<file path="src/rtl/counter_pkg.sv">
// Shared constants and types for the loadable up-counter.
// Each clock edge resolves to exactly one counter action.
package counter_pkg;

    localparam int   WIDTH_DEFAULT = 3;
    localparam logic MODE_WRAP     = 1'b0;
    localparam logic MODE_SAT      = 1'b1;

    // Reset is not listed because it is handled inside the flops themselves.
    typedef enum logic [2:0] {
        ACT_HOLD = 3'd0,
        ACT_LOAD = 3'd1,
        ACT_INC  = 3'd2,
        ACT_WRAP = 3'd3,
        ACT_SAT  = 3'd4
    } cnt_action_e;

    // Decides which action is taken from the inputs sampled at the edge.
    function automatic cnt_action_e decode_action(
        input logic load,
        input logic en,
        input logic at_limit,
        input logic sat_mode
    );
        cnt_action_e act;
        act = ACT_HOLD;
        if (load) begin
            act = ACT_LOAD;
        end else if (en) begin
            if (!at_limit) begin
                act = ACT_INC;
            end else if (sat_mode == MODE_SAT) begin
                act = ACT_SAT;
            end else begin
                act = ACT_WRAP;
            end
        end
        return act;
    endfunction

endpackage

</file>
<file path="src/rtl/tff_sync.sv">
// Toggle flip-flop with a synchronous active-high reset.
// When t is high, the stored bit inverts on the rising edge.
module tff_sync (
    input  logic clk,
    input  logic reset,
    input  logic t,
    output logic q
);

    logic q_q;
    logic q_d;

    always_comb begin
        q_d = q_q ^ t;
    end

    always_ff @(posedge clk) begin
        if (reset) begin
            q_q <= 1'b0;
        end else begin
            q_q <= q_d;
        end
    end

    assign q = q_q;

endmodule

</file>
<file path="src/rtl/sync_up_counter_3bit_ld.sv">
// Up-counter with a programmable limit, wrap or saturate mode, and a parallel load.
// The count is held in toggle flops; each toggle enable is steered by the selected action.
module sync_up_counter_3bit_ld
    import counter_pkg::*;
#(
    parameter int WIDTH = WIDTH_DEFAULT
) (
    input  logic             clk,
    input  logic             reset,
    input  logic             en,
    input  logic             load,
    input  logic [WIDTH-1:0] din,
    input  logic [WIDTH-1:0] limit,
    input  logic             sat_mode,
    output logic [WIDTH-1:0] Q,
    output logic             tc,
    output logic             carry_out,
    output logic             ovf
);

    logic [WIDTH-1:0] q_bits;
    logic [WIDTH:0]   carry_chain;
    logic [WIDTH-1:0] toggle;
    logic             at_limit;
    cnt_action_e      action;
    logic             ovf_q;
    logic             ovf_d;

    assign at_limit = (q_bits == limit);

    always_comb begin
        action = decode_action(load, en, at_limit, sat_mode);
    end

    assign carry_chain[0] = 1'b1;

    genvar gi;
    generate
        for (gi = 0; gi < WIDTH; gi++) begin : g_bit
            // Bit gi flips on increment only when every lower bit is already set.
            assign carry_chain[gi+1] = carry_chain[gi] & q_bits[gi];

            always_comb begin
                toggle[gi] = 1'b0;
                case (action)
                    ACT_INC:  toggle[gi] = carry_chain[gi];
                    ACT_WRAP: toggle[gi] = q_bits[gi];
                    ACT_LOAD: toggle[gi] = q_bits[gi] ^ din[gi];
                    default:  toggle[gi] = 1'b0;
                endcase
            end

            tff_sync u_tff (
                .clk   (clk),
                .reset (reset),
                .t     (toggle[gi]),
                .q     (q_bits[gi])
            );
        end
    endgenerate

    // The overflow flag is sticky. Only a load or a reset clears it.
    always_comb begin
        ovf_d = ovf_q;
        case (action)
            ACT_LOAD: ovf_d = 1'b0;
            ACT_WRAP: ovf_d = 1'b1;
            ACT_SAT:  ovf_d = 1'b1;
            default:  ovf_d = ovf_q;
        endcase
    end

    always_ff @(posedge clk) begin
        if (reset) begin
            ovf_q <= 1'b0;
        end else begin
            ovf_q <= ovf_d;
        end
    end

    assign Q         = q_bits;
    assign tc        = at_limit;
    assign ovf       = ovf_q;
    assign carry_out = en & at_limit & ~load & (sat_mode == MODE_WRAP) & ~reset;

endmodule

</file>
<file path="config.mk">
export PLATFORM = sky130hd
export DESIGN_NAME = sync_up_counter_3bit_ld
export DESIGN_NICKNAME = d
export VERILOG_FILES = /design/src/rtl/counter_pkg.sv /design/src/rtl/tff_sync.sv /design/src/rtl/sync_up_counter_3bit_ld.sv
export SDC_FILE = /design/constraint.sdc
export NUM_CORES = 1
export LEC_CHECK = 0
export ABC_AREA = 0
export BUFFER_PORTS_ARGS = -buffer_cell sky130_fd_sc_hd__buf_2
export CAP_MARGIN = 30
export CORE_AREA = 2 2 39 41
export CTS_BUF_LIST = sky130_fd_sc_hd__clkbuf_4 sky130_fd_sc_hd__clkbuf_8 sky130_fd_sc_hd__clkbuf_16
export CTS_CLUSTER_DIAMETER = 30
export CTS_CLUSTER_SIZE = 25
export DETAILED_ROUTE_END_ITERATION = 6
export DIE_AREA = 0 0 41 43
export HOLD_SLACK_MARGIN = 0.06
export PLACE_DENSITY_LB_ADDON = 0.3
export SLEW_MARGIN = 20
export SYNTH_ARGS = -nofsm -noshare
export SYNTH_HDL_FRONTEND = slang
export SYNTH_SLANG_ARGS = --single-unit
</file>
<file path="constraint.sdc">
create_clock -name clk -period 1.5 [get_ports clk]
set_input_delay 0.225 -clock clk [delete_from_list [all_inputs] [get_ports clk]]
set_output_delay 0.225 -clock clk [all_outputs]
set_load 0.02 [all_outputs]
</file>
After elaboration in Yosys (flattened, before gate mapping)
Index checks and enable logic that the tools add are counted.
Widths: inputs -> output; s select.
{ "totals": {"regBits": 4, "input_bits": 11, "out_inout_bits": 6} }
{ "classes": {"n_eq_ne": 5, "mux": 8, "bitwise_logic": 14, "n_reduce_logical": 2} }
{ "ops": {"columns": ["operator", "count"], "rows": [
  ["$mux 3", 4],
  ["$pmux 1 s3", 3],
  ["$eq 3x2->1 const B", 2],
  ["$xor 1x1->1", 6],
  ["$and 1x1->1", 5],
  ["$eq 3x1->1 const B", 1],
  ["$eq 3x3->1", 1],
  ["$eq 3x3->1 const B", 1],
  ["$not 1->1", 3],
  ["$pmux 1 s2", 1],
  ["$reduce_bool 2->1", 1],
  ["$reduce_or 2->1", 1]
]} }

Longest topological paths before layout
{ "depth": {"ltp_word": 7, "mapped_depth": 6} }

Modules after synthesis
A second synthesis with hierarchy kept.
{ "unflattened": {"hier_cells": 34, "hier_area_um2": 320.3} }
{ "modules_own_cells": {"columns": ["module", "instances", "cells_each", "area_per_inst_um2", "seq_area_each_um2"], "rows": [
  ["sync_up_counter_3bit_ld", 1, 25, 222.7, 20.0],
  ["tff_sync", 3, 3, 32.5, 20.0]
]} }

Worst setup path before layout
OpenSTA, ideal clock, no wires.
{ "synth_timing": {"path_kind": "register -> output", "start": "register g_bit[0].u_tff.q_q", "end": "output port carry_out", "arrival_time_ns": 1.704, "t_required_ns": 1.275, "path_slack_ns": -0.429, "path_stages_with_launch": 5, "path_buffers": 1, "path_cell_list": "dfxtp_1 -> xor2_1 -> or3_1 -> buf_2 -> nor4_1"} }
{ "synth_via": {"elab_chain_cells": 5} }
{ "synth_lines": {"columns": ["item", "line_no", "text"], "rows": [
  ["from (decl)", "tff_sync.sv:10", "logic q_q;"],
  ["from (signal assigned)", "tff_sync.sv:21", "q_q <= q_d;"],
  ["$eq 3x3->1", "sync_up_counter_3bit_ld.sv:29", "assign at_limit = (q_bits == limit);"],
  ["$and 1x1->1 (4 in a row)", "sync_up_counter_3bit_ld.sv:84", "assign carry_out = en & at_limit & ~load & (sat_mode == MODE_WRAP) & ~reset;"],
  ["to (decl)", "sync_up_counter_3bit_ld.sv:17", "output logic carry_out,"]
]} }
No other way between the ends.

Worst setup path in the final report
{ "layout_timing": {"start": "register g_bit[1].u_tff.q_q", "end": "output port carry_out"} }
{ "layout_via": {"elab_chain_cells": 5} }
{ "layout_lines": {"columns": ["item", "line_no"], "rows": [
  ["from (decl)", "tff_sync.sv:10"],
  ["from (signal assigned)", "tff_sync.sv:21"],
  ["$eq 3x3->1", "sync_up_counter_3bit_ld.sv:29"],
  ["$and 1x1->1 (4 in a row)", "sync_up_counter_3bit_ld.sv:84"]
]} }
No other way between the ends.

==> impl_metrics.tcl <==
set metrics [dict create \
    startpoint_type "register" \
    io_buffer_count 16 \
    setup_violations 3 \
    fin_crit_ns 1.64 \
    min-delay-path-class "primary input to register" \
    fp.dieW_um 41 \
    cts_tree "built" \
    ys_top_cells_by_area "dfxtp_1 28%, xor2_1 9.3%, buf_4 8.0%" \
    core_sq_mm 0.00138 \
    synth_top_area_share_pct 28.4 \
    yosys.area_share.adder_pct 0 \
    cts_root_buffer "clkbuf_4" \
    syn_area_sq_um 282 \
    clk_pin_slew_ns 0.04 \
    final_layout_size_suffix_gt1_share_pct 56.1 \
    async_reset_ff_share_pct 0 \
    worstSetupPathType "register to primary output" \
    synth_cell_type_count 21 \
    syn_nets 48 \
    worstPathRequired_ns 1.27 \
    grt_first_pass_wirelength_mm 1.15 \
    drtAntennaViolNets 0 \
    leakage_nw 0.228 \
    drtIter0Drc 6 \
    synth-compound-area-share_pct 20.9 \
    seq_area_frac_synth_pct 28.4 \
    yosys.area.top_type "dfxtp_1" \
    synth_mux_area_share_pct 3.56 \
    wl_per_cell_um 10.5 \
    finalHoldViolCount 0 \
    synth_xor_area_share_pct 9.33 \
    nets 70 \
    drc 0 \
    cts_buffer_depth 2 \
    ctsHoldBuffers 0 \
    yosysWarnings 0 \
    dp_cells 69 \
    max_freq_ghz 0.609 \
    routed_via_density 4.55 \
    instances_no_fill 73 \
    final_core_util_pct 33.8 \
    syn_to_final_growth_pct 66.2 \
    yosys.area_share.simple_pct 21.3 \
    setup_slack_ns -0.141 \
    num_vias 332 \
    drv_cap 0 \
    rows 14 \
    start_util_pct 20.3 \
    routed_wl_um 766 \
    finClkSkew_ns 0.000130 \
    synth_top_family_by_area "simple AND/OR/NAND/NOR gates" \
    maxSlewViolCount 0 \
    synth.avg_cell_area_sq_um 7.61 \
    p_per_area_mw_per_mm2 820 \
    violations "negative setup slack" \
    cts_made_buffers 3 \
    dp_hpwl_um 569 \
    drtPass1Iterations 4 \
    slew_headroom_pct 71.5 \
    antenna_found_initial 0 \
    postSynthCellCount 37 \
    track_usage_pct 10.3 \
    grt_pass1_vias 284 \
    cts.sinks 4 \
    path_max_fanout 2 \
    synth-edff-count 0 \
    dieArea_sq_mm 0.00176 \
    end_kind "primary output" \
    yosys_most_used_dff "dfxtp_1" \
    synthTopCellsByCount "4 x dfxtp_1, 4 x inv_1" \
    peakVddDrop_mv 0.236 \
    status "finished, violations left" \
    crit_arrival_ns 1.42 \
    overflow 0 \
    place.gp.congestion 0.641 \
    num_antenna_cells 0 \
    fillers 157 \
    hold_slack_ns 0.244 \
    die_h_um 43 \
    htree_levels 1 \
    worstMarginPinSlew_ns 0.422 \
    rsz0062_at_grt "true" \
    grt_start_max_net_pins 10 \
    clock_latency_ns 0.23 \
    fin_crit_sh_pct 109 \
    pin_count 17 \
    synth-seq-cells 4 \
]
-- flip-flops by register name (all words and copies together), names as in the netlist --
| register | count |
|---|---|
| ovf | 1 |
| g_bit.u_tff.q | 3 |
-- through the flow --
stage	area, sq um	worst slack (ns)	total power (W)	TNS (ns)
4_1_cts	454	-0.157	0.000386	-0.425
3_3_place_gp	407	-0.0691	0.000230	-0.157
5_1_grt	468	-0.219	0.000409	-0.588
3_5_place_dp	407	-0.0920	0.000230	-0.197
6_report	468	-0.141	0.000384	-0.369
2_1_floorplan	307	-0.0704	0.000193	-0.0704
-- power breakdown --
part / switching (W) / internal, W / leakage, nW / total (W)
Combinational: 0.0000649 / 0.0000620 / 0.180 / 0.000127
Sequential: 0.00000537 / 0.000115 / 0.0339 / 0.000121
Clock: 0.0000463 / 0.0000897 / 0.0138 / 0.000136
-- layout by cell type, fill, tap and decap left out --
cell type / netlist / final
a21oi_1: 1 / 1
a221oi_1: 2 / 2
a22oi_1: 1 / 1
a31oi_1: 1 / 1
buf_2: 1 / 14
buf_4: 3 / 5
buf_6: 0 / 3
clkbuf_4: 0 / 3
dfxtp_1: 4 / 1
dfxtp_2: 0 / 3
inv_1: 4 / 3
inv_4: 0 / 1
mux2i_1: 1 / 1
nand2_1: 3 / 3
nand4b_1: 1 / 1
nor2_1: 3 / 3
nor2b_1: 1 / 1
nor3_1: 2 / 2
nor4_4: 0 / 1
o211ai_1: 1 / 1
o22ai_1: 1 / 1
o41ai_1: 1 / 1
or3_4: 0 / 1
xor2_1: 3 / 2
xor2_2: 0 / 1
-- critical path, stage by stage, from the launching register on --
cell and delay, ns:
dfxtp_2 0.33, xor2_2 0.15, or3_4 0.41, nor4_4 0.13
buf_4 0.17
-- logic make-up (layout without fill, tap and decap cells) --
logic type | count (synthesis) | count (layout)
buf+inv | 9 | 29
simple gates | 12 | 12
flops | 4 | 4
compound gates | 8 | 8
xor+xnor | 3 | 3
mux | 1 | 1
-- worst paths after layout --
path,start,end,slack (ns),cells past startpoint
worst max-delay path,g_bit[1].u_tff.q,carry_out,-0.14,4
worst min-delay path,din[0],g_bit[0].u_tff.q,0.24,3
worst max register to register,g_bit[1].u_tff.q,g_bit[1].u_tff.q,-0.10,6
worst min register to register,ovf,ovf,0.51,2
-- per-layer routing --
metal / global-route usage [%] / vias to the layer above / part of all wire, %
li1: - / 170 / -
met1: 12.5 / 145 / 49
met2: 12.2 / 15 / 40
met3: 3.66 / 2 / 9.7
met4: 12.0 / 0 / 1.6
met5: 0 / - / 0
-- repair_timing --
action                                  in CTS  in global routing
buffers inserted                             1                  0
pin swaps                                    4                  2
gates resized for setup                      6                  3
endpoints found under the setup margin       3                  4
-- final cells by class --
| cell class | count | area (sq um) | share of cell area, % |
|---|---|---|---|
| Inverter | 4 | 17.5 | 3.74 |
| Sequential cell | 4 | 83.8 | 17.9 |
| Clock buffer | 3 | 22.5 | 4.81 |
| Multi-Input combinational cell | 24 | 183 | 39.0 |
| Timing Repair Buffer | 22 | 141 | 30.2 |
| Tap cell | 16 | 20.0 | 4.28 |
(Power assumes the default switching activity.)
